--- src/rtl/zmips_pkg.sv ---
// Shared constants and types for the zmips front end.
package zmips_pkg;

  localparam int unsigned INSTR_W = 32;
  localparam int unsigned ADDR_W  = 32;

  localparam logic [ADDR_W-1:0] RESET_PC_DEFAULT = 32'h0000_0000;
  localparam logic [ADDR_W-1:0] WORD_STRIDE      = 32'd4;

  typedef struct packed {
    logic [ADDR_W-1:0]  pc;
    logic [INSTR_W-1:0] instr;
  } fetch_entry_t;

  function automatic logic [ADDR_W-1:0] word_align(input logic [ADDR_W-1:0] addr);
    return {addr[ADDR_W-1:2], 2'b00};
  endfunction

endpackage

--- src/rtl/zmips_fetch_if.sv ---
// Fetch-stage bus: instruction memory port, redirect input and decode handshake.
interface zmips_fetch_if;
  import zmips_pkg::*;

  logic [ADDR_W-1:0]  i_addr;
  logic [INSTR_W-1:0] i_data;
  logic               i_rd;
  logic               redir_valid;
  logic [ADDR_W-1:0]  redir_pc;
  logic               out_valid;
  logic               out_ready;
  logic [INSTR_W-1:0] out_instr;
  logic [ADDR_W-1:0]  out_pc;

  modport master (
    output i_addr, i_rd, out_valid, out_instr, out_pc,
    input  i_data, redir_valid, redir_pc, out_ready
  );

  modport slave (
    input  i_addr, i_rd, out_valid, out_instr, out_pc,
    output i_data, redir_valid, redir_pc, out_ready
  );

endinterface

--- src/rtl/zmips_fetch_fifo.sv ---
// Two-entry in-order buffer of {pc, instr} pairs; head is read straight from storage flops.
module zmips_fetch_fifo
  import zmips_pkg::*;
(
  input  logic         clk,
  input  logic         rst,
  input  logic         push_i,
  input  logic         pop_i,
  input  logic         flush_i,
  input  fetch_entry_t push_data_i,
  output logic [1:0]   count_o,
  output fetch_entry_t head_o
);

  fetch_entry_t [1:0] mem_q, mem_d;
  logic               rd_ptr_q, rd_ptr_d;
  logic [1:0]         count_q, count_d;
  logic               wr_ptr;
  logic               do_push, do_pop;

  always_comb begin
    do_pop  = pop_i && (count_q != 2'd0);
    // A full buffer may still accept a push when the head leaves in the same cycle.
    do_push = push_i && ((count_q != 2'd2) || do_pop);
    // Tail slot is rd_ptr + count (mod 2); when full it is the slot being popped.
    wr_ptr  = rd_ptr_q ^ count_q[0];

    mem_d    = mem_q;
    rd_ptr_d = rd_ptr_q;
    count_d  = count_q;

    if (flush_i) begin
      rd_ptr_d = 1'b0;
      count_d  = 2'd0;
    end else begin
      if (do_push) begin
        mem_d[wr_ptr] = push_data_i;
      end
      if (do_pop) begin
        rd_ptr_d = ~rd_ptr_q;
      end
      count_d = count_q + {1'b0, do_push} - {1'b0, do_pop};
    end
  end

  always_ff @(posedge clk or posedge rst) begin
    if (rst) begin
      mem_q    <= '0;
      rd_ptr_q <= 1'b0;
      count_q  <= 2'd0;
    end else begin
      mem_q    <= mem_d;
      rd_ptr_q <= rd_ptr_d;
      count_q  <= count_d;
    end
  end

  assign count_o = count_q;
  assign head_o  = mem_q[rd_ptr_q];

endmodule

--- src/rtl/zmips_fetch.sv ---
// Instruction fetch stage: PC sequencing, redirect handling and a 2-entry decode buffer.
module zmips_fetch
  import zmips_pkg::*;
#(
  parameter logic [ADDR_W-1:0] RESET_PC = RESET_PC_DEFAULT
) (
  input  logic          clk,
  input  logic          rst,
  zmips_fetch_if.master bus
);

  logic [ADDR_W-1:0] pc_q, pc_d;
  logic [1:0]        count;
  logic              pop;
  logic              fetch;
  fetch_entry_t      push_entry;
  fetch_entry_t      head;

  always_comb begin
    pop   = (count != 2'd0) && bus.out_ready;
    // Redirect suppresses the fetch; reset gating keeps the strobe low while rst is held.
    fetch = !rst && !bus.redir_valid && ((count < 2'd2) || pop);

    push_entry.pc    = pc_q;
    push_entry.instr = bus.i_data;

    if (bus.redir_valid) begin
      pc_d = word_align(bus.redir_pc);
    end else if (fetch) begin
      pc_d = pc_q + WORD_STRIDE;
    end else begin
      pc_d = pc_q;
    end
  end

  always_ff @(posedge clk or posedge rst) begin
    if (rst) begin
      pc_q <= word_align(RESET_PC);
    end else begin
      pc_q <= pc_d;
    end
  end

  zmips_fetch_fifo u_fifo (
    .clk         (clk),
    .rst         (rst),
    .push_i      (fetch),
    .pop_i       (pop),
    .flush_i     (bus.redir_valid),
    .push_data_i (push_entry),
    .count_o     (count),
    .head_o      (head)
  );

  assign bus.i_addr    = pc_q;
  assign bus.i_rd      = fetch;
  assign bus.out_valid = (count != 2'd0);
  assign bus.out_instr = head.instr;
  assign bus.out_pc    = head.pc;

endmodule

--- src/flat_wrapper.sv ---
// flat-port wrapper written by rule: the top's interface ports become plain ports
module zmips_fetch_flat import zmips_pkg::*;
#(
  parameter logic [ADDR_W-1:0] RESET_PC = RESET_PC_DEFAULT
)
  (clk, rst, bus_i_addr, bus_i_rd, bus_out_valid, bus_out_instr, bus_out_pc, bus_i_data, bus_redir_valid, bus_redir_pc, bus_out_ready);
  zmips_fetch_if bus_i ();
  input  logic clk;
  input  logic rst;
  output wire logic [$bits(bus_i.i_addr)-1:0] bus_i_addr;
  output wire logic [$bits(bus_i.i_rd)-1:0] bus_i_rd;
  output wire logic [$bits(bus_i.out_valid)-1:0] bus_out_valid;
  output wire logic [$bits(bus_i.out_instr)-1:0] bus_out_instr;
  output wire logic [$bits(bus_i.out_pc)-1:0] bus_out_pc;
  input wire logic [$bits(bus_i.i_data)-1:0] bus_i_data;
  input wire logic [$bits(bus_i.redir_valid)-1:0] bus_redir_valid;
  input wire logic [$bits(bus_i.redir_pc)-1:0] bus_redir_pc;
  input wire logic [$bits(bus_i.out_ready)-1:0] bus_out_ready;
  assign bus_i_addr = bus_i.i_addr;
  assign bus_i_rd = bus_i.i_rd;
  assign bus_out_valid = bus_i.out_valid;
  assign bus_out_instr = bus_i.out_instr;
  assign bus_out_pc = bus_i.out_pc;
  assign bus_i.i_data = bus_i_data;
  assign bus_i.redir_valid = bus_redir_valid;
  assign bus_i.redir_pc = bus_redir_pc;
  assign bus_i.out_ready = bus_out_ready;
  zmips_fetch #(.RESET_PC(RESET_PC)) u_core (.clk(clk), .rst(rst), .bus(bus_i));
endmodule
--- config.mk ---
export PLATFORM = sky130hd
export DESIGN_NAME = zmips_fetch_flat
export DESIGN_NICKNAME = d
export VERILOG_FILES = /design/src/rtl/zmips_pkg.sv /design/src/rtl/zmips_fetch_if.sv /design/src/rtl/zmips_fetch_fifo.sv /design/src/rtl/zmips_fetch.sv /design/src/flat_wrapper.sv
export SDC_FILE = /design/constraint.sdc
export NUM_CORES = 1
export LEC_CHECK = 0
export ABC_AREA = 1
export BUFFER_PORTS_ARGS = -buffer_cell sky130_fd_sc_hd__buf_4
export CORE_ASPECT_RATIO = 0.8
export CORE_UTILIZATION = 40
export CTS_CLUSTER_DIAMETER = 30
export DETAILED_ROUTE_END_ITERATION = 6
export PLACE_DENSITY = 0.65
export SLEW_MARGIN = 20
export SYNTH_ARGS = -nofsm -noshare
export SYNTH_HDL_FRONTEND = slang
export SYNTH_HIERARCHICAL = 1
export SYNTH_SLANG_ARGS = --single-unit
--- constraint.sdc ---
create_clock -name clk -period 4.9 [get_ports clk]
set_input_delay 0.49 -clock clk [delete_from_list [all_inputs] [get_ports clk]]
set_output_delay 0.49 -clock clk [all_outputs]
set_load 0.1 [all_outputs]
==> qor.csv <==
metric,value,unit
status,"finished, final reports clean",
Synth warnings,6,
worst r2r path cells,7,
setup TNS,0,ns
slew margin rel.,0.347,
clock-pin slew on the worst setup and hold paths,0.06,ns
root buf cell,clkbuf_16,
PortBufs,161,
Die Wd,163,microns
post-CTS setup-driven buffer insertion count,0,
VDD IR max,0.313,mV
# diodes,0,
Async SR Flop Fraction,1.00,
Final nets,1353,
Worst Skew,0.00651,ns
Mapped Avg Cell Area,7.29,sq um
max-cap violations,0,
Pre-antenna DRT Iters,5,
GRT met3 Usage,0.0379,
Clock Latency Late Sink,0.42,ns
critical path class,flip-flop to output pin,
RSZ-0062 raised after global routing,false,
detailed-route DRC error count,0,
pin count of the biggest net entering global routing,94,
count of standard-cell rows,46,
CTS Hold Bufs,0,
maximum clock rate,358,MHz
Setup-failing EPs final,0,
Slew @ Worst Pin,0.979,ns
Clock Tree Buf Depth,2,
min-delay src,bus_i_data[27],
Tmin final,2.80,ns
busiest grt layer,met2,
Hold Fails Final Rpt,0,
initial DRC count,647,
Detail Route Antenna Nets,0,
Mapped Cells,1138,
initial antenna violation count,0,
"Seq/Total Area, Yosys",0.486,
global route total overflow,0,
Place WS,2.51,ns
via count of the routed design,7551,
Mapped Area,8290,sq um
hold crit path type,primary input to flip-flop,
"EDFF count, synth",0,
gr usage total,0.216,
die footprint,21300,sq um
htree depth,4,
WL/cell,14.4,microns
Slew Limit Fails,0,
crit path from,u_core/u_fifo/rd_ptr_q,
Most used DFF post-synth,dfrtp_1,
routing usage on met2,0.333,
clock sinks,161,
Power per Cell Area,631,nW/um^2
PostCTS Resize Cnt,0,
share of layout cells above drive strength 1,0.183,
critical path startpoint category,flip-flop,
gpl congestion,0.844,
Syn-to-layout area delta,22.2,%
fin crit share,0.571,
Hold Path Depth,3,
worst path required time,4.41,ns
number of synthesized register bits,161,
I/O Pins,166,
routing usage on met1,0.316,
DP HPWL,14000,microns
Reg2Reg Launch Point,u_core/u_fifo/rd_ptr_q,
first-pass GRT wire length,35700,microns
number of global-route vias before repair,6959,
Overall Power,6400,uW
setup slack after layout,2.10,ns
Synth cell types,30,
Starting Density,0.413,
Post-Route WL,22400,microns
worst-path fanout max,38,
core box area,20100,sq um
WP data arrival,2.31,ns
CP Capture Type,output pin,
Die Y,131,microns
number of fill cells,2011,
total CTS buffers,17,
Lkg Pwr,0.00561,uW
CTS tree,done,
vias per cell,4.85,
registers in the layout, indices dropped and copies added, names as in the netlist:
register / cells
u_core/bus.i_addr: 30
u_core/u_fifo/count_o: 2
u_core/u_fifo/mem_q: 128
u_core/u_fifo/rd_ptr_q: 1
through the flow:
stage	cell area (sq um)	hold slack, ns	utilization	instances
floorplan	8310	0.449	-	1143
global placement	9550	0.461	0.475	1527
detailed placement	9550	0.465	0.475	1527
CTS	10100	0.254	0.505	1558
global route	10100	0.261	0.505	1558
finish	10100	0.272	0.505	1558
final cells by class:
type,count,area (sq um),share of cell area
clock buffers,23,488,0.0481
clock inverters,8,103,0.0101
inverters,55,211,0.0209
multi-input cells,879,3710,0.366
flip-flops and latches,161,4030,0.398
well taps,264,330,0.0326
repair buffers,168,1260,0.124
cells in the final DEF (no fill, tap or decap), types with 3 or more instances in the layout:
cell	n
nor2_2	4
inv_2	6
ha_1	3
dfrtp_1	160
nor2_4	9
conb_1	6
o21ai_0	18
nand3_1	53
nand2_1	716
nand2_2	7
nor2_1	32
o211ai_1	3
nand2_4	3
inv_1	48
a21oi_1	4
clkbuf_8	4
o21bai_1	7
buf_4	168
clkbuf_16	17
metal layers:
layer / vias up / part of all wire
li1: 3739 / -
met1: 3547 / 0.49
met2: 251 / 0.44
met3: 14 / 0.062
met4: 0 / 0.0083
met5: - / 0
worst max-delay path: stages, from the launching register on:
cell and delay (ns):
dfrtp_2 0.40, inv_2 0.42, buf_4 0.51, nand2_1 0.09
nand2_1 0.15, buf_4 0.31
final timing paths:
| check | slack [ns] | endpoint |
|---|---|---|
| max | 2.10 | bus_out_pc[13] |
| min | 0.27 | u_core/u_fifo/mem_q[91] |
| max reg2reg | 2.50 | u_core/u_fifo/mem_q[107] |
| min reg2reg | 0.48 | u_core/u_fifo/mem_q[34] |
| max in group asynchronous | 3.57 | u_core/u_fifo/mem_q[66] |
| min in group asynchronous | 0.28 | u_core/u_fifo/mem_q[108] |
synthesized netlist by cell type, types with 6 or more instances:
cell type | instances | share of area
inv_2 | 6 | 0.0027
nand2_2 | 7 | 0.0053
clkbuf_1 | 6 | 0.0027
inv_1 | 49 | 0.022
o21bai_1 | 7 | 0.0063
nand3_1 | 53 | 0.032
nor2_4 | 9 | 0.012
dfrtp_1 | 161 | 0.49
buf_8 | 12 | 0.022
o21ai_0 | 18 | 0.011
buf_2 | 22 | 0.013
nor2_1 | 32 | 0.014
nand2_1 | 716 | 0.32
logic make-up after synthesis:
family | share of synthesized area
other | 0.000452
AO/OA/AOI/OAI | 0.0249
AND/OR/NAND/NOR | 0.412
adder cells (fa/ha/maj) | 0.00453
flip-flops | 0.486
XOR/XNOR | 0.00317
buffers and inverters | 0.0689
where the power goes:
| group | internal, uW | switching [uW] | leakage (uW) |
|---|---|---|---|
| clock | 803 | 533 | 0.000286 |
| combinational | 639 | 2330 | 0.00332 |
| sequential | 1790 | 306 | 0.00201 |
Power figures use the tool's default switching activity.
